===== src/rtl/rtc_apb_if.sv =====
// APB register front end for the RTC core: decodes bus transfers into core load strobes,
// returns live or snapshotted core state, and keeps sticky maskable interrupt status.
module rtc_apb_if (
  input  logic        clk_i,
  input  logic        rstn_i,
  input  logic [4:0]  paddr_i,
  input  logic [31:0] pwdata_i,
  input  logic        pwrite_i,
  input  logic        psel_i,
  input  logic        penable_i,
  output logic [31:0] prdata_o,
  output logic        pready_o,
  output logic        pslverr_o,
  output logic        clock_update_o,
  output logic [21:0] clock_o,
  input  logic [21:0] clock_i,
  output logic [9:0]  init_sec_cnt_o,
  output logic        timer_update_o,
  output logic        timer_enable_o,
  output logic        timer_retrig_o,
  output logic [16:0] timer_target_o,
  input  logic [16:0] timer_value_i,
  output logic        alarm_enable_o,
  output logic        alarm_update_o,
  output logic [21:0] alarm_clock_o,
  input  logic [21:0] alarm_clock_i,
  output logic        date_update_o,
  output logic [31:0] date_o,
  input  logic [31:0] date_i,
  input  logic        event_i,
  input  logic        update_day_i,
  output logic        irq_o
);

  localparam logic [2:0] ADDR_CTRL      = 3'd0;
  localparam logic [2:0] ADDR_CLOCK     = 3'd1;
  localparam logic [2:0] ADDR_DATE      = 3'd2;
  localparam logic [2:0] ADDR_ALARM     = 3'd3;
  localparam logic [2:0] ADDR_TIMER_TGT = 3'd4;
  localparam logic [2:0] ADDR_TIMER_VAL = 3'd5;
  localparam logic [2:0] ADDR_INIT_SEC  = 3'd6;
  localparam logic [2:0] ADDR_STATUS    = 3'd7;

  logic [2:0]  addr;
  logic        setup_phase;
  logic        wr_access;
  logic [31:0] rdata_mux;
  logic        unused_addr_lsbs;

  logic [4:0]  ctrl_q,      ctrl_d;
  logic [21:0] clock_q,     clock_d;
  logic [31:0] date_q,      date_d;
  logic [21:0] alarm_q,     alarm_d;
  logic [16:0] tgt_q,       tgt_d;
  logic [9:0]  init_sec_q,  init_sec_d;
  logic [1:0]  status_q,    status_d;
  logic [31:0] date_snap_q, date_snap_d;
  logic [31:0] prdata_q,    prdata_d;
  logic        pslverr_q,   pslverr_d;
  logic        clock_upd_q, clock_upd_d;
  logic        date_upd_q,  date_upd_d;
  logic        alarm_upd_q, alarm_upd_d;
  logic        timer_upd_q, timer_upd_d;
  logic        irq_q,       irq_d;

  assign addr             = paddr_i[4:2];
  assign setup_phase      = psel_i & ~penable_i;
  assign wr_access        = psel_i & penable_i & pwrite_i;
  assign unused_addr_lsbs = ^paddr_i[1:0];

  always_comb begin
    rdata_mux = '0;
    case (addr)
      ADDR_CTRL:      rdata_mux = {27'b0, ctrl_q};
      ADDR_CLOCK:     rdata_mux = {10'b0, clock_i};
      ADDR_DATE:      rdata_mux = date_snap_q;
      ADDR_ALARM:     rdata_mux = {10'b0, alarm_clock_i};
      ADDR_TIMER_TGT: rdata_mux = {15'b0, tgt_q};
      ADDR_TIMER_VAL: rdata_mux = {15'b0, timer_value_i};
      ADDR_INIT_SEC:  rdata_mux = {22'b0, init_sec_q};
      default:        rdata_mux = {30'b0, status_q};
    endcase
  end

  always_comb begin
    ctrl_d      = ctrl_q;
    clock_d     = clock_q;
    date_d      = date_q;
    alarm_d     = alarm_q;
    tgt_d       = tgt_q;
    init_sec_d  = init_sec_q;
    status_d    = status_q;
    clock_upd_d = 1'b0;
    date_upd_d  = 1'b0;
    alarm_upd_d = 1'b0;
    timer_upd_d = 1'b0;
    if (wr_access) begin
      case (addr)
        ADDR_CTRL: begin
          ctrl_d      = pwdata_i[4:0];
          timer_upd_d = (pwdata_i[2:1] != ctrl_q[2:1]);
        end
        ADDR_CLOCK: begin
          clock_d     = {pwdata_i[21:16], 1'b0, pwdata_i[14:8], 1'b0, pwdata_i[6:0]};
          clock_upd_d = 1'b1;
        end
        ADDR_DATE: begin
          date_d     = pwdata_i;
          date_upd_d = 1'b1;
        end
        ADDR_ALARM: begin
          alarm_d     = pwdata_i[21:0];
          alarm_upd_d = 1'b1;
        end
        ADDR_TIMER_TGT: begin
          tgt_d       = pwdata_i[16:0];
          timer_upd_d = 1'b1;
        end
        ADDR_INIT_SEC: init_sec_d = pwdata_i[9:0];
        ADDR_STATUS:   status_d   = status_q & ~pwdata_i[1:0];
        default: ;
      endcase
    end
    // A new core pulse overrides a same-cycle write-1-to-clear.
    status_d = status_d | {update_day_i, event_i};

    prdata_d    = (setup_phase & ~pwrite_i) ? rdata_mux : '0;
    pslverr_d   = setup_phase & pwrite_i & (addr == ADDR_TIMER_VAL);
    date_snap_d = (setup_phase & ~pwrite_i & (addr == ADDR_CLOCK)) ? date_i : date_snap_q;
    irq_d       = (status_q[0] & ctrl_q[3]) | (status_q[1] & ctrl_q[4]);
  end

  always_ff @(posedge clk_i or negedge rstn_i) begin
    if (!rstn_i) begin
      ctrl_q      <= '0;
      clock_q     <= '0;
      date_q      <= '0;
      alarm_q     <= '0;
      tgt_q       <= '0;
      init_sec_q  <= 10'h3FF;
      status_q    <= '0;
      date_snap_q <= '0;
      prdata_q    <= '0;
      pslverr_q   <= 1'b0;
      clock_upd_q <= 1'b0;
      date_upd_q  <= 1'b0;
      alarm_upd_q <= 1'b0;
      timer_upd_q <= 1'b0;
      irq_q       <= 1'b0;
    end else begin
      ctrl_q      <= ctrl_d;
      clock_q     <= clock_d;
      date_q      <= date_d;
      alarm_q     <= alarm_d;
      tgt_q       <= tgt_d;
      init_sec_q  <= init_sec_d;
      status_q    <= status_d;
      date_snap_q <= date_snap_d;
      prdata_q    <= prdata_d;
      pslverr_q   <= pslverr_d;
      clock_upd_q <= clock_upd_d;
      date_upd_q  <= date_upd_d;
      alarm_upd_q <= alarm_upd_d;
      timer_upd_q <= timer_upd_d;
      irq_q       <= irq_d;
    end
  end

  assign prdata_o       = prdata_q;
  assign pready_o       = 1'b1;
  assign pslverr_o      = pslverr_q;
  assign clock_update_o = clock_upd_q;
  assign clock_o        = clock_q;
  assign init_sec_cnt_o = init_sec_q;
  assign timer_update_o = timer_upd_q;
  assign timer_enable_o = ctrl_q[1];
  assign timer_retrig_o = ctrl_q[2];
  assign timer_target_o = tgt_q;
  assign alarm_enable_o = ctrl_q[0];
  assign alarm_update_o = alarm_upd_q;
  assign alarm_clock_o  = alarm_q;
  assign date_update_o  = date_upd_q;
  assign date_o         = date_q;
  assign irq_o          = irq_q;

endmodule


===== config.mk =====
export PLATFORM = sky130hd
export DESIGN_NAME = rtc_apb_if
export DESIGN_NICKNAME = d
export VERILOG_FILES = /design/src/rtl/rtc_apb_if.sv
export SDC_FILE = /design/constraint.sdc
export NUM_CORES = 1
export LEC_CHECK = 0
export CORE_MARGIN = 2
export CORE_UTILIZATION = 34
export CTS_CLUSTER_DIAMETER = 200
export DETAILED_ROUTE_END_ITERATION = 10
export HOLD_SLACK_MARGIN = 0.1
export SLEW_MARGIN = 20
export SYNTH_ARGS = -nofsm -noshare
export SYNTH_HDL_FRONTEND = slang
export SYNTH_SLANG_ARGS = --single-unit

===== constraint.sdc =====
create_clock -name clk_i -period 1.23 [get_ports clk_i]
set_input_delay 0.123 -clock clk_i [delete_from_list [all_inputs] [get_ports clk_i]]
set_output_delay 0.123 -clock clk_i [all_outputs]
set_load 0.01 [all_outputs]

# Yosys cells after proc, flatten, opt, wreduce, memory -nomap -nowiden
# Index checks and enable logic that the tools add are counted.
[classes]
n_eq_ne = 8
mux = 12
bitwise = 15
reduce_logical = 7
[ops]
columns = ["operator", "n"]
rows = [
  ["$pmux 32 s7", 1],
  ["$mux 32", 1],
  ["$eq 3x3->1 const B", 4],
  ["$reduce_and 2->1", 6],
  ["$and 1x1->1", 9],
  ["$mux 1", 7],
  ["$eq 3x2->1 const B", 2],
  ["$mux 2", 2],
  ["$eq 3x1->1 const B", 1],
  ["$logic_not 3->1", 1],
  ["$and 2x2->2", 1],
  ["$ne 2x2->1", 1],
  ["$not 1->1", 2],
  ["$not 2->2", 1],
  ["$or 2x2->2", 1],
  ["$pmux 1 s2", 1],
  ["$or 1x1->1", 1],
]
[word_totals]
regBits = 178
inputBits = 137
output_inout_bits = 145
wordCells = 57

# Logic depth before layout (Yosys ltp)
[logic_depth]
ltp_word = 5
ltp_mapped = 7
depth_no_buf = 4

# Worst setup path before layout
# No wires, ideal clock.
[synth_timing]
path_type = "input port to flip-flop"
from = "input paddr_i[4]"
to = "register tgt_q[10], in the netlist timer_target_o[10]"
setup_time_ns = 0.128
arrival_ns = 1.244
path_slack_ns = -0.142
cell_stages = 5
path_buffers = 2
path_cell_list = "buf_2 > nand4_2 > nor3_4 > buf_4 > mux2_1"
[synth_between]
elab_chain_cells = 2
[synth_rtl]
columns = ["item", "line", "rtl"]
rows = [
  ["start: declaration", "6", "input logic [4:0] paddr_i,"],
  ["$eq 3x3->1", "98", "case (addr)"],
  ["$reduce_and 2->1 (no line)", "-", ""],
  ["end signal: assignment", "155", "tgt_q <= tgt_d;"],
  ["end: declaration", "54", "logic [16:0] tgt_q, tgt_d;"],
]
# No other way between the ends.
# A chain may end at the register's enable or synchronous reset.

# Worst setup path in the final report
[layout_timing]
from = "register date_snap_q[7]"
to = "register prdata_q[7], in the netlist prdata_o[7]"
[layout_between]
elab_chain_cells = 2
[layout_rtl]
columns = ["item", "line", "rtl"]
rows = [
  ["start: declaration", "57", "logic [31:0] date_snap_q, date_snap_d;"],
  ["start signal: assignment", "158", "date_snap_q <= date_snap_d;"],
  ["$pmux 32 s7", "73", "case (addr)"],
  ["$mux 32", "127", "prdata_d = (setup_phase & ~pwrite_i) ? rdata_mux : '0;"],
  ["via prdata_d[7]", "58", "logic [31:0] prdata_q, prdata_d;"],
  ["end signal: assignment", "159", "prdata_q <= prdata_d;"],
  ["end: declaration", "58", ""],
]
# The timed path passes the listed nets, and every way through them passes these cells.

==> impl_results.md <==
* Critical path fanouts, max at 2
* Setup ws final at -0.0382 ns
* Complex-gate fraction of the synthesized area at 0.0586
* Sequential area share after synthesis at 0.590
* Most common cell in the netlist: dfrtp_1
* Ys flop type: dfrtp_1
* Tcrit/Tclk final at 1.03
* Post-route cell area at 12,100 sq um
* Commonest cells in the netlist: dfrtp_1 (168), mux2_1 (88), mux2_2 (30), mux2_4 (30), nor2_1 (21)
* Gate Count Post-Synth at 521
* Total track usage at 0.209
* CTS H-tree depth at 4
* Cell taking the most area after synthesis: dfrtp_1
* Post-Synth XOR/XNOR Area at 0.00231
* Type of origin of the critical path: flop
* Met1 usage at 0.268
* CTS sink cnt at 178
* Final setup vio count at 4
* Synthesis-to-layout area growth at 59.4%
* Starting Density at 0.347
* CP Launch Point: date_snap_q[7]
* Switching power total at 4730 uW
* Core area at 21,800 sq um
* Root Driver: clkbuf_16
* Hold Path Class: in2reg
* Tot Pwr at 16,600 uW
* TritonCTS clock tree: done
* CTS Buf Count at 17
* Drt via density at 4.83
* Fillers at 1,865
* Yosys top cell area share at 0.555
* Clock insertion delay at the later pin of the skew report at 0.43 ns
* GRT busiest layer: met2
* Ratio of cells with drive above 1 in the final layout at 0.379
* FMAX at 789 MHz
* Grt met3 use at 0.0746
* Synth area leaders: dfrtp_1 (55%), mux2_1 (13%), mux2_4 (5.9%), mux2_2 (4.5%), dfstp_2 (3.5%)
* Hpwl dp at 18.1 mm
* Area share of fa/ha/maj cells after synthesis at 0
* Routed Antenna Nets at 0
* Crit Path Class: reg2reg
* Vias in the first global route at 6,314
* Final hold viol count at 0
* CTS Buffer Depth at 2
* Max-Cap Viols at 0
* GRT Residual Overflow at 0
* Pre-CTS setup slack at -0.811 ns
* Initial antenna violation count at 0
* Fin nets at 1,032
* WP data arrival at 1.56 ns
* Failing checks: negative setup slack
* R2R depth at 3
* Row count at 54
* Critical path capture point type: flop
* Number of I/O pins at 282
* Outcome: finished, violations left
* Static Leak at 0.00574 uW
* Area of the multi-input gates at 3120 sq um
* Routed vias at 5,738
* First-pass GRT wire length at 37.6 mm
* Combinational family with the most area after synthesis: multiplexers
* Placed cell area at 11,400 sq um
* Hold depth at 3
* Clock skew at 0.00664 ns
* Critical Path RT at 1.52 ns
* Flip-flop and latch area at 4470 sq um
* Number of synthesized flops with an enable pin at 0
* Worst flop-to-flop path endpoint: prdata_o[7]
* Gate power share at 0.244
* Yosys warns at 0
* Die H at 153 um
* Met2 usage at 0.336
* Syn Std Cell Area at 7580 sq um
* Number of synthesized register bits at 178
* # DRC at 0
* Simple-gate area share of the yosys netlist at 0.0621
* Dpl cells at 1,124
* Final std cells w/o fill at 1,188
* Syn Area/Cell at 14.5 sq um
* Sw frac at 0.285
* RSZ-0062 raised after global routing: yes
* Per-cell routed wire length at 20.5 um
* Sequential Power Share at 0.445
* Multiplexer area fraction after synthesis at 0.259
* Hold Crit Start: paddr_i[2]
* GP Congestion at 0.858
* Hold path endpoint: prdata_o[9]
* PD cells at 1380 nW/um^2
* Distinct cells, synth at 49
* P_int at 11,900 uW
* Start of the worst register-to-register path: date_snap_q[7]
* # diodes at 0
* Clock slew at reported path FFs at 0.07 ns
* Clock power share at 0.311
* Input/output buffers at 276
* Final WL at 24.3 mm
* Max rail drop VDD at 0.858 mV
* Drt initial violations at 284
* Asr flop ratio synth at 1.00
* Die ar. at 23,500 sq um
* Minimum clock period at 1.27 ns
* Worst reg2reg setup slack at -0.04 ns
* Pins over their slew limit at 0
* Die W at 153 um
* Detailed Routing Iterations Pass 1 at 6
* Largest net degree at the start of global routing at 39
timing repair:
item / 4_1_cts / 5_1_grt
hold buffers: 3 / 2
pin swaps: 2 / 7
endpoints found under the hold margin: 171 / 2
setup buffers: 20 / 5
setup endpoints to repair: 296 / 127
gates resized for setup: 316 / 89
cloned: 2 / 0
critical path, cell delays in order (launching register included):
cell,delay [ns]
dfrtp_1,0.39
mux2_4,0.28
a222oi_1,0.33
a21oi_1,0.13
sequential cells by signal (all words and copies together) (netlist names):
register        count
alarm_clock_o      22
alarm_update_o      1
clock_o            20
clock_update_o      1
ctrl_q              5
date_o             32
date_snap_q        32
date_update_o       1
init_sec_cnt_o     10
irq_o               1
prdata_o           32
pslverr_o           1
status_q            2
timer_target_o     17
timer_update_o      1
power groups by stage:
stage,clock (uW),combinational (uW),sequential (uW)
6_report,5170,4060,7410
5_1_grt,5640,4340,7520
4_1_cts,5320,4220,7400
3_5_place_dp,0,4250,7520
3_3_place_gp,0,4180,7490
2_1_floorplan,0,1340,7700
logic make-up after synthesis:
kind of cell,Yosys count
AOI/OAI and AO/OA,63
xor gates and xnor gates,2
buffers and inverters,33
DFF,178
muxes,166
other,2
and+or+nand+nor,77
cell usage in the layout, fill, tap and decap left out, types with 4 or more instances in the layout:
| master | netlist | routed |
|---|---|---|
| a32oi_1 | 4 | 4 |
| and2_1 | 11 | 11 |
| dlygate4sd3_1 | 0 | 5 |
| mux2_1 | 88 | 53 |
| a21oi_1 | 14 | 13 |
| buf_2 | 12 | 9 |
| a22oi_1 | 7 | 7 |
| buf_4 | 11 | 81 |
| clkbuf_2 | 0 | 52 |
| mux2i_1 | 18 | 18 |
| buf_12 | 0 | 17 |
| dlygate4sd2_1 | 0 | 9 |
| inv_6 | 0 | 4 |
| nand3b_1 | 5 | 5 |
| nor2_1 | 21 | 21 |
| o21ai_0 | 11 | 9 |
| buf_6 | 4 | 13 |
| dfstp_2 | 10 | 10 |
| mux2_2 | 30 | 28 |
| mux2_4 | 30 | 67 |
| nand2_1 | 13 | 13 |
| clkdlybuf4s15_1 | 0 | 61 |
| dfrtp_1 | 168 | 168 |
| clkdlybuf4s50_1 | 0 | 127 |
| clkbuf_16 | 0 | 17 |
| clkdlybuf4s15_2 | 0 | 7 |
| a22o_1 | 4 | 4 |
| a222oi_1 | 5 | 5 |
per-layer routing:
metal | vias up | share of wire
met5 | - | 0
met4 | 0 | 0.020
met3 | 32 | 0.076
met2 | 232 | 0.48
met1 | 2847 | 0.43
li1 | 2627 | -
metrics by stage:
stage / setup TNS, ns / hold WS [ns] / util
after global routing: -0.563 / 0.109 / 0.553
after global placement: -111.48 / 0.0729 / 0.523
after floorplan: -4.72 / -0.173 / -
final: -0.0600 / 0.126 / 0.553
after detailed placement: -114.55 / 0.0787 / 0.523
after CTS: -0.183 / 0.104 / 0.561
final cells by class:
cell class | count | share of cell area
flip-flops and latches | 178 | 0.370
repair buffers | 385 | 0.296
clock inverters | 14 | 0.0104
multi-input cells | 311 | 0.259
well taps | 280 | 0.0290
inverters | 2 | 0.000622
clock buffers | 18 | 0.0355
worst max-delay path by stage:
stage	end	slack (ns)
2_1_floorplan	date_snap_q[10]	-0.08
3_3_place_gp	date_o[30]	-0.77
3_5_place_dp	date_o[28]	-0.81
4_1_cts	init_sec_cnt_o[9]	-0.04
5_1_grt	prdata_o[7]	-0.13
6_report	prdata_o[7]	-0.04
No activity file was read; power rests on OpenSTA's default activity.
